**config.mk**
```make
export PLATFORM = sky130hd
export DESIGN_NAME = branch_predictor_gshare
export DESIGN_NICKNAME = d
export VERILOG_FILES = /design/src/rtl/branch_predictor_gshare.sv
export SDC_FILE = /design/constraint.sdc
export NUM_CORES = 1
export LEC_CHECK = 0
export BUFFER_PORTS_ARGS = -buffer_cell sky130_fd_sc_hd__buf_2
export CAP_MARGIN = 20
export CORE_MARGIN = 2
export CORE_UTILIZATION = 60
export CTS_CLUSTER_DIAMETER = 120
export DETAILED_ROUTE_END_ITERATION = 8
export PLACE_DENSITY = 0.85
export REMOVE_ABC_BUFFERS = 1
export SETUP_SLACK_MARGIN = 0.4
export SLEW_MARGIN = 20
export SYNTH_ARGS = -nofsm -noshare
export SYNTH_HDL_FRONTEND = slang
export SYNTH_SLANG_ARGS = --single-unit
export TNS_END_PERCENT = 5
```
**constraint.sdc**
```tcl
create_clock -name clk_i -period 9.2 [get_ports clk_i]
set_input_delay 0.46 -clock clk_i [delete_from_list [all_inputs] [get_ports clk_i]]
set_output_delay 0.46 -clock clk_i [all_outputs]
set_load 0.005 [all_outputs]
```
**src/rtl/branch_predictor_gshare.sv**
```systemverilog
// Gshare/bimodal branch predictor: 2-bit counter table with speculative global
// history, an in-flight FIFO that routes each update to its predicting entry.
module branch_predictor_gshare #(
  parameter int unsigned TABLE_BITS    = 7,
  parameter int unsigned GHR_BITS      = 6,
  parameter int unsigned MODE          = 1,
  parameter int unsigned BTFN_EN       = 1,
  parameter int unsigned PENDING_DEPTH = 2
) (
  input  logic        clk_i,
  input  logic        rst_ni,
  input  logic        branch_decode_sig,
  input  logic [31:0] in_addr,
  input  logic [31:0] offset,
  input  logic        branch_mem_sig,
  input  logic        actual_branch_decision,
  output logic [31:0] branch_addr,
  output logic        prediction,
  output logic        ready_o,
  output logic        mispredict_o,
  output logic        pending_full_o
);

  localparam int unsigned TABLE_SIZE = 1 << TABLE_BITS;
  localparam int unsigned PTR_BITS   = (PENDING_DEPTH > 1) ? $clog2(PENDING_DEPTH) : 1;
  localparam int unsigned CNT_BITS   = PTR_BITS + 1;

  localparam logic ST_INIT = 1'b0;
  localparam logic ST_RUN  = 1'b1;

  logic                  state_q;
  logic [TABLE_BITS-1:0] init_ptr_q;
  logic [1:0]            table_q [TABLE_SIZE];
  logic [GHR_BITS-1:0]   ghr_q;

  logic [TABLE_BITS-1:0] fifo_idx_q  [PENDING_DEPTH];
  logic                  fifo_pred_q [PENDING_DEPTH];
  logic [GHR_BITS-1:0]   fifo_ghr_q  [PENDING_DEPTH];
  logic [PTR_BITS-1:0]   wr_ptr_q, rd_ptr_q;
  logic [CNT_BITS-1:0]   count_q, count_d;

  logic [TABLE_BITS-1:0] pc_idx, idx, head_idx;
  logic                  head_pred, static_taken, push, pop, mis;
  logic [GHR_BITS-1:0]   head_ghr, ghr_push, ghr_repair;
  logic [1:0]            head_ctr, head_ctr_next;
  logic                  unused_bits;

  assign ready_o      = (state_q == ST_RUN);
  assign branch_addr  = in_addr + offset;
  assign pc_idx       = in_addr[TABLE_BITS+1:2];
  assign idx          = (MODE != 0) ? (pc_idx ^ TABLE_BITS'(ghr_q)) : pc_idx;
  assign static_taken = (BTFN_EN != 0) & offset[31];

  assign prediction = ready_o & branch_decode_sig &
                      (pending_full_o ? static_taken : (table_q[idx][1] | static_taken));

  assign head_idx  = fifo_idx_q[rd_ptr_q];
  assign head_pred = fifo_pred_q[rd_ptr_q];
  assign head_ghr  = fifo_ghr_q[rd_ptr_q];

  assign pop  = ready_o & branch_mem_sig & (count_q != '0);
  assign mis  = pop & (actual_branch_decision != head_pred);
  assign push = ready_o & branch_decode_sig & ~pending_full_o & ~mis;

  generate
    if (GHR_BITS == 1) begin : g_ghr1
      assign ghr_push   = prediction;
      assign ghr_repair = actual_branch_decision;
    end else begin : g_ghrn
      assign ghr_push   = {ghr_q[GHR_BITS-2:0], prediction};
      assign ghr_repair = {head_ghr[GHR_BITS-2:0], actual_branch_decision};
    end
  endgenerate

  assign unused_bits = ^{in_addr[31:TABLE_BITS+2], in_addr[1:0], head_ghr[GHR_BITS-1]};

  always_comb begin
    head_ctr      = table_q[head_idx];
    head_ctr_next = head_ctr;
    if (actual_branch_decision) begin
      if (head_ctr != 2'b11) head_ctr_next = head_ctr + 2'b01;
    end else begin
      if (head_ctr != 2'b00) head_ctr_next = head_ctr - 2'b01;
    end
  end

  always_comb begin
    count_d = count_q;
    if (mis)               count_d = '0;
    else if (push && !pop) count_d = count_q + 1'b1;
    else if (pop && !push) count_d = count_q - 1'b1;
  end

  always_ff @(posedge clk_i) begin
    if (!rst_ni) begin
      state_q    <= ST_INIT;
      init_ptr_q <= '0;
    end else if (state_q == ST_INIT) begin
      init_ptr_q <= init_ptr_q + 1'b1;
      if (init_ptr_q == '1) state_q <= ST_RUN;
    end
  end

  always_ff @(posedge clk_i) begin
    if (rst_ni) begin
      if (state_q == ST_INIT) table_q[init_ptr_q] <= 2'b01;
      else if (pop)           table_q[head_idx]   <= head_ctr_next;
    end
  end

  always_ff @(posedge clk_i) begin
    if (push) begin
      fifo_idx_q[wr_ptr_q]  <= idx;
      fifo_pred_q[wr_ptr_q] <= prediction;
      fifo_ghr_q[wr_ptr_q]  <= ghr_q;
    end
  end

  // A mispredict flushes wrong-path entries by snapping the read pointer onto
  // the write pointer; the same-cycle decode was already blocked via push.
  always_ff @(posedge clk_i) begin
    if (!rst_ni) begin
      ghr_q          <= '0;
      wr_ptr_q       <= '0;
      rd_ptr_q       <= '0;
      count_q        <= '0;
      pending_full_o <= 1'b0;
      mispredict_o   <= 1'b0;
    end else begin
      count_q        <= count_d;
      pending_full_o <= (count_d == CNT_BITS'(PENDING_DEPTH));
      mispredict_o   <= mis;
      if (mis) begin
        ghr_q    <= ghr_repair;
        rd_ptr_q <= wr_ptr_q;
      end else begin
        if (push) begin
          ghr_q    <= ghr_push;
          wr_ptr_q <= wr_ptr_q + 1'b1;
        end
        if (pop) rd_ptr_q <= rd_ptr_q + 1'b1;
      end
    end
  end

endmodule

```
==> impl_metrics.ini <==
[cells_and_area]
multiInputGateArea_um2 = 6290
fillers = 1684
nets = 1411
fin_util_pct = 68.3
area_growth_pct = 11.6
final_layout_size_suffix_gt1_share_pct = 18.9
final_area_um2 = 17200
final_cells = 1660
num_antenna_cells = 0
layout.area.seq_um2 = 8890

[route]
dr_wl_met3_um = 6240
drt_pre_antenna_iters = 9
vias = 11700
wl_per_cell_um = 25.4
drtAntennaViolNets = 0
drcViolationCount = 1
routed_wl_um = 42100
wl_met1_um = 14200
met2WireLength_um = 19100
dr.first_iter.drc_count = 1791
dr.max_layer_used = met4
vias_per_cell = 7.05

[worst_setup_path]
crit_path_start_kind = flop
critical-path-top-delay-family = compound AO/OA/AOI/OAI gates
cp-end-kind = flop
slowest_stage = a21oi_4
crit_chain = buf_4, mux2_2, buf_4, o211ai_1, a221oi_1, nor3_1, or3_1, a32oi_1, o21a_1, o21ai_0, a21oi_4, buf_4
timing.rr.end = table_q[21][1]
critPathCapture = table_q[21][1]
arrival_ns = 5.73
crit_buf_inv = 3
critPathMostFrequentCell = buf_4
cp.required_ns = 9.44
r2r_slack_ns = 3.71
max_stage_delay_ns = 0.81
critPathKind = reg2reg
cp_max_fo = 89
ff2ff_path_depth = 12
cp.depth = 12

[power]
switching_share_pct = 21.9
p_clk_share_pct = 39.6
leakage_nw = 6.19
irDropWorstVdd_mv = 0.151
powerDensity_nw_per_um2 = 165
finalPower_mw = 2.84
switching_power_uw = 622
p_comb_share_pct = 8.0
p_int_mw = 2.22
pwr-share-seq_pct = 52.4

[sta]
finalSetupViolCount = 0
rsz0062_at_grt = false
finalHoldViolations = 0
fin_tns_setup_ns = 0
maxSlewHeadroom_pct = 24.9
period_needed_ns = 5.49
period_share_pct = 59.7
worst_slew_pin_slew_ns = 1.12
clock-skew-final_ns = 0.0212
drv_slew = 0
fmax_mhz = 182

[place]
io_buffers = 104
gp_congestion = 0.965
place_hpwl_um = 26800
placedCellCount = 1606
placedInstanceArea_um2 = 16300

[logic_synthesis]
yosysSeqAreaShare_pct = 57.6
ys.warnings.count = 0
ys_async_sr_fraction_pct = 0
synth_largest_area_cell = edfxtp_1
synth_edf_count = 282
ys_types = 58
synth.avg_cell_area_um2 = 12.6
ys_ff_latch = 303
netlist.area_leader.share_pct = 54.9
synth_area_um2 = 15400
synth_flop_cell = edfxtp_1
synthCells = 1222
synthTopCellsByArea = edfxtp_1, mux4_2, nor2_1, nand2_1, dfxtp_1

[grt]
grt_pass1_wl_um = 62900
gr-total-overflow = 0
grtUsageTotal_pct = 31.0
grt_pass1_vias = 11400
antenna_found_initial = 0
grt_max_degree = 129

[clock_tree]
clkSlewWorstSetupHoldPaths_ns = 0.07
cts_resized = 0
hold_buffers = 0
cts_buffers = 29
root_buffer = clkbuf_16
cts_tree = done
htree_levels = 1
cts_buffer_depth = 3
post_cts_buffers = 0
clock_latency_ns = 0.57
cts.sinks = 303

[floorplanning]
dieArea_um2 = 27000
die_h_um = 164
rows = 58
start_util_pct = 61.2
dieWidth_um = 164
pin_count = 105
coreArea_um2 = 25200

[run_status]
status = finished, violations left
violations = design-rule violations

[hold_path]
hold_path_class = in2reg

[run]
cap_violations = 0
[cell type report]
class | instances | share of cell area [%]
repair buffers | 119 | 3.90
flip-flops and latches | 303 | 51.7
clock inverters | 12 | 0.516
clock buffers | 41 | 4.65
well taps | 330 | 2.40
multi-input cells | 842 | 36.6
inverters | 13 | 0.284
[registers in the layout (all words and copies together) (netlist names), named ones only]
| register | count |
|---|---|
| table_q | 256 |
| ghr_q | 6 |
| mispredict_o | 1 |
| wr_ptr_q | 1 |
| init_ptr_q | 7 |
| pending_full_o | 1 |
| ready_o | 1 |
| fifo_pred_q | 2 |
| fifo_idx_q | 14 |
| rd_ptr_q | 1 |
| fifo_ghr_q | 10 |
| count_q | 2 |
[how the worst min path moves through the flow]
| stage | to | depth (start not counted) | start |
|---|---|---|---|
| final | fifo_idx_q[0][6] | 1 | in_addr[8] |
| after global routing | fifo_idx_q[0][6] | 1 | in_addr[8] |
| after CTS | fifo_idx_q[0][6] | 1 | in_addr[8] |
| after detailed placement | rd_ptr_q | 2 | rd_ptr_q |
| after global placement | rd_ptr_q | 2 | rd_ptr_q |
| after floorplan | flop | 2 | rd_ptr_q |
[per-layer routing]
metal,vias up,GRT usage (%)
met3,220,8.48
met4,0,16.9
met1,5501,39.2
met5,-,0
li1,4890,-
met2,1092,49.0
[cell usage after synthesis (5+ instances only)]
cell type  instances
a211oi_1          31
a21boi_0           7
a21o_1            18
a21oi_1           35
a221oi_1          11
a22oi_1           18
and2_1             9
and3_1            13
buf_2             13
buf_4              7
clkbuf_1          41
dfxtp_1           21
edfxtp_1         282
ha_1              33
inv_1             13
mux2_2             8
mux2i_1           19
mux4_2            70
nand2_1          123
nand3_1           32
nand3b_1           7
nand4_1           12
nor2_1           198
nor2b_1            5
nor3_1            10
o2111ai_1          6
o211ai_1          32
o21a_1            11
o21ai_0           27
o221ai_1           7
o22ai_1           10
o31ai_1            6
xnor2_1           31
xor2_1            13
[worst reg2reg max path: cells and delay by family, from the launching register on]
family          cells  cell delay [ns]
compound gates      6             2.02
buf+inv             3             1.74
flops               1             0.31
mux                 1             0.62
simple gates        2             0.46
[metrics by stage]
stage / worst slack, ns / hold WS, ns
after floorplan: -0.696 / 0.459
after global placement: 3.91 / 0.467
after detailed placement: 3.77 / 0.485
after CTS: 3.71 / 0.232
after global routing: 3.47 / 0.228
final: 3.71 / 0.245
[cell usage in the layout, fill, tap and decap left out, drive strengths merged, types with 6 or more instances in the layout]
| master | netlist | routed |
|---|---|---|
| nand4 | 12 | 12 |
| edfxtp | 282 | 282 |
| nor2 | 198 | 198 |
| xnor2 | 31 | 31 |
| o22ai | 10 | 10 |
| clkinv | 0 | 10 |
| a22oi | 18 | 18 |
| o21ai | 30 | 30 |
| ha | 33 | 33 |
| o31ai | 6 | 6 |
| o211ai | 32 | 32 |
| a21o | 18 | 18 |
| clkbuf | 41 | 42 |
| o21a | 11 | 11 |
| nor3 | 10 | 10 |
| a21oi | 35 | 35 |
| o2111ai | 6 | 6 |
| buf | 23 | 118 |
| a211oi | 31 | 31 |
| mux4 | 70 | 70 |
| mux2i | 20 | 20 |
| nand3b | 7 | 7 |
| dfxtp | 21 | 21 |
| nand3 | 32 | 32 |
| xor2 | 13 | 13 |
| and2 | 9 | 9 |
| inv | 13 | 14 |
| a221oi | 11 | 11 |
| a21boi | 7 | 7 |
| and3 | 13 | 13 |
| o221ai | 7 | 7 |
| mux2 | 8 | 8 |
| nand2 | 123 | 123 |
[logic make-up after synthesis]
logic type,count (synthesis),synth area share [%]
AOI/OAI and AO/OA,242,11.0
adders and majority gates,35,2.88
DFF,303,57.6
xor gates and xnor gates,44,2.50
muxes,98,12.1
and+or+nand+nor,423,11.7
buffers and inverters,77,2.15
[power groups by stage]
stage / Combinational (mW) / Sequential, mW / Clock (mW)
after floorplan: 0.138 / 1.52 / 0
after global placement: 0.221 / 1.52 / 0
after detailed placement: 0.224 / 1.52 / 0
after CTS: 0.225 / 1.49 / 1.13
after global routing: 0.247 / 1.49 / 1.18
final: 0.228 / 1.49 / 1.13
Note: power is estimated with default switching activity, not from simulation.
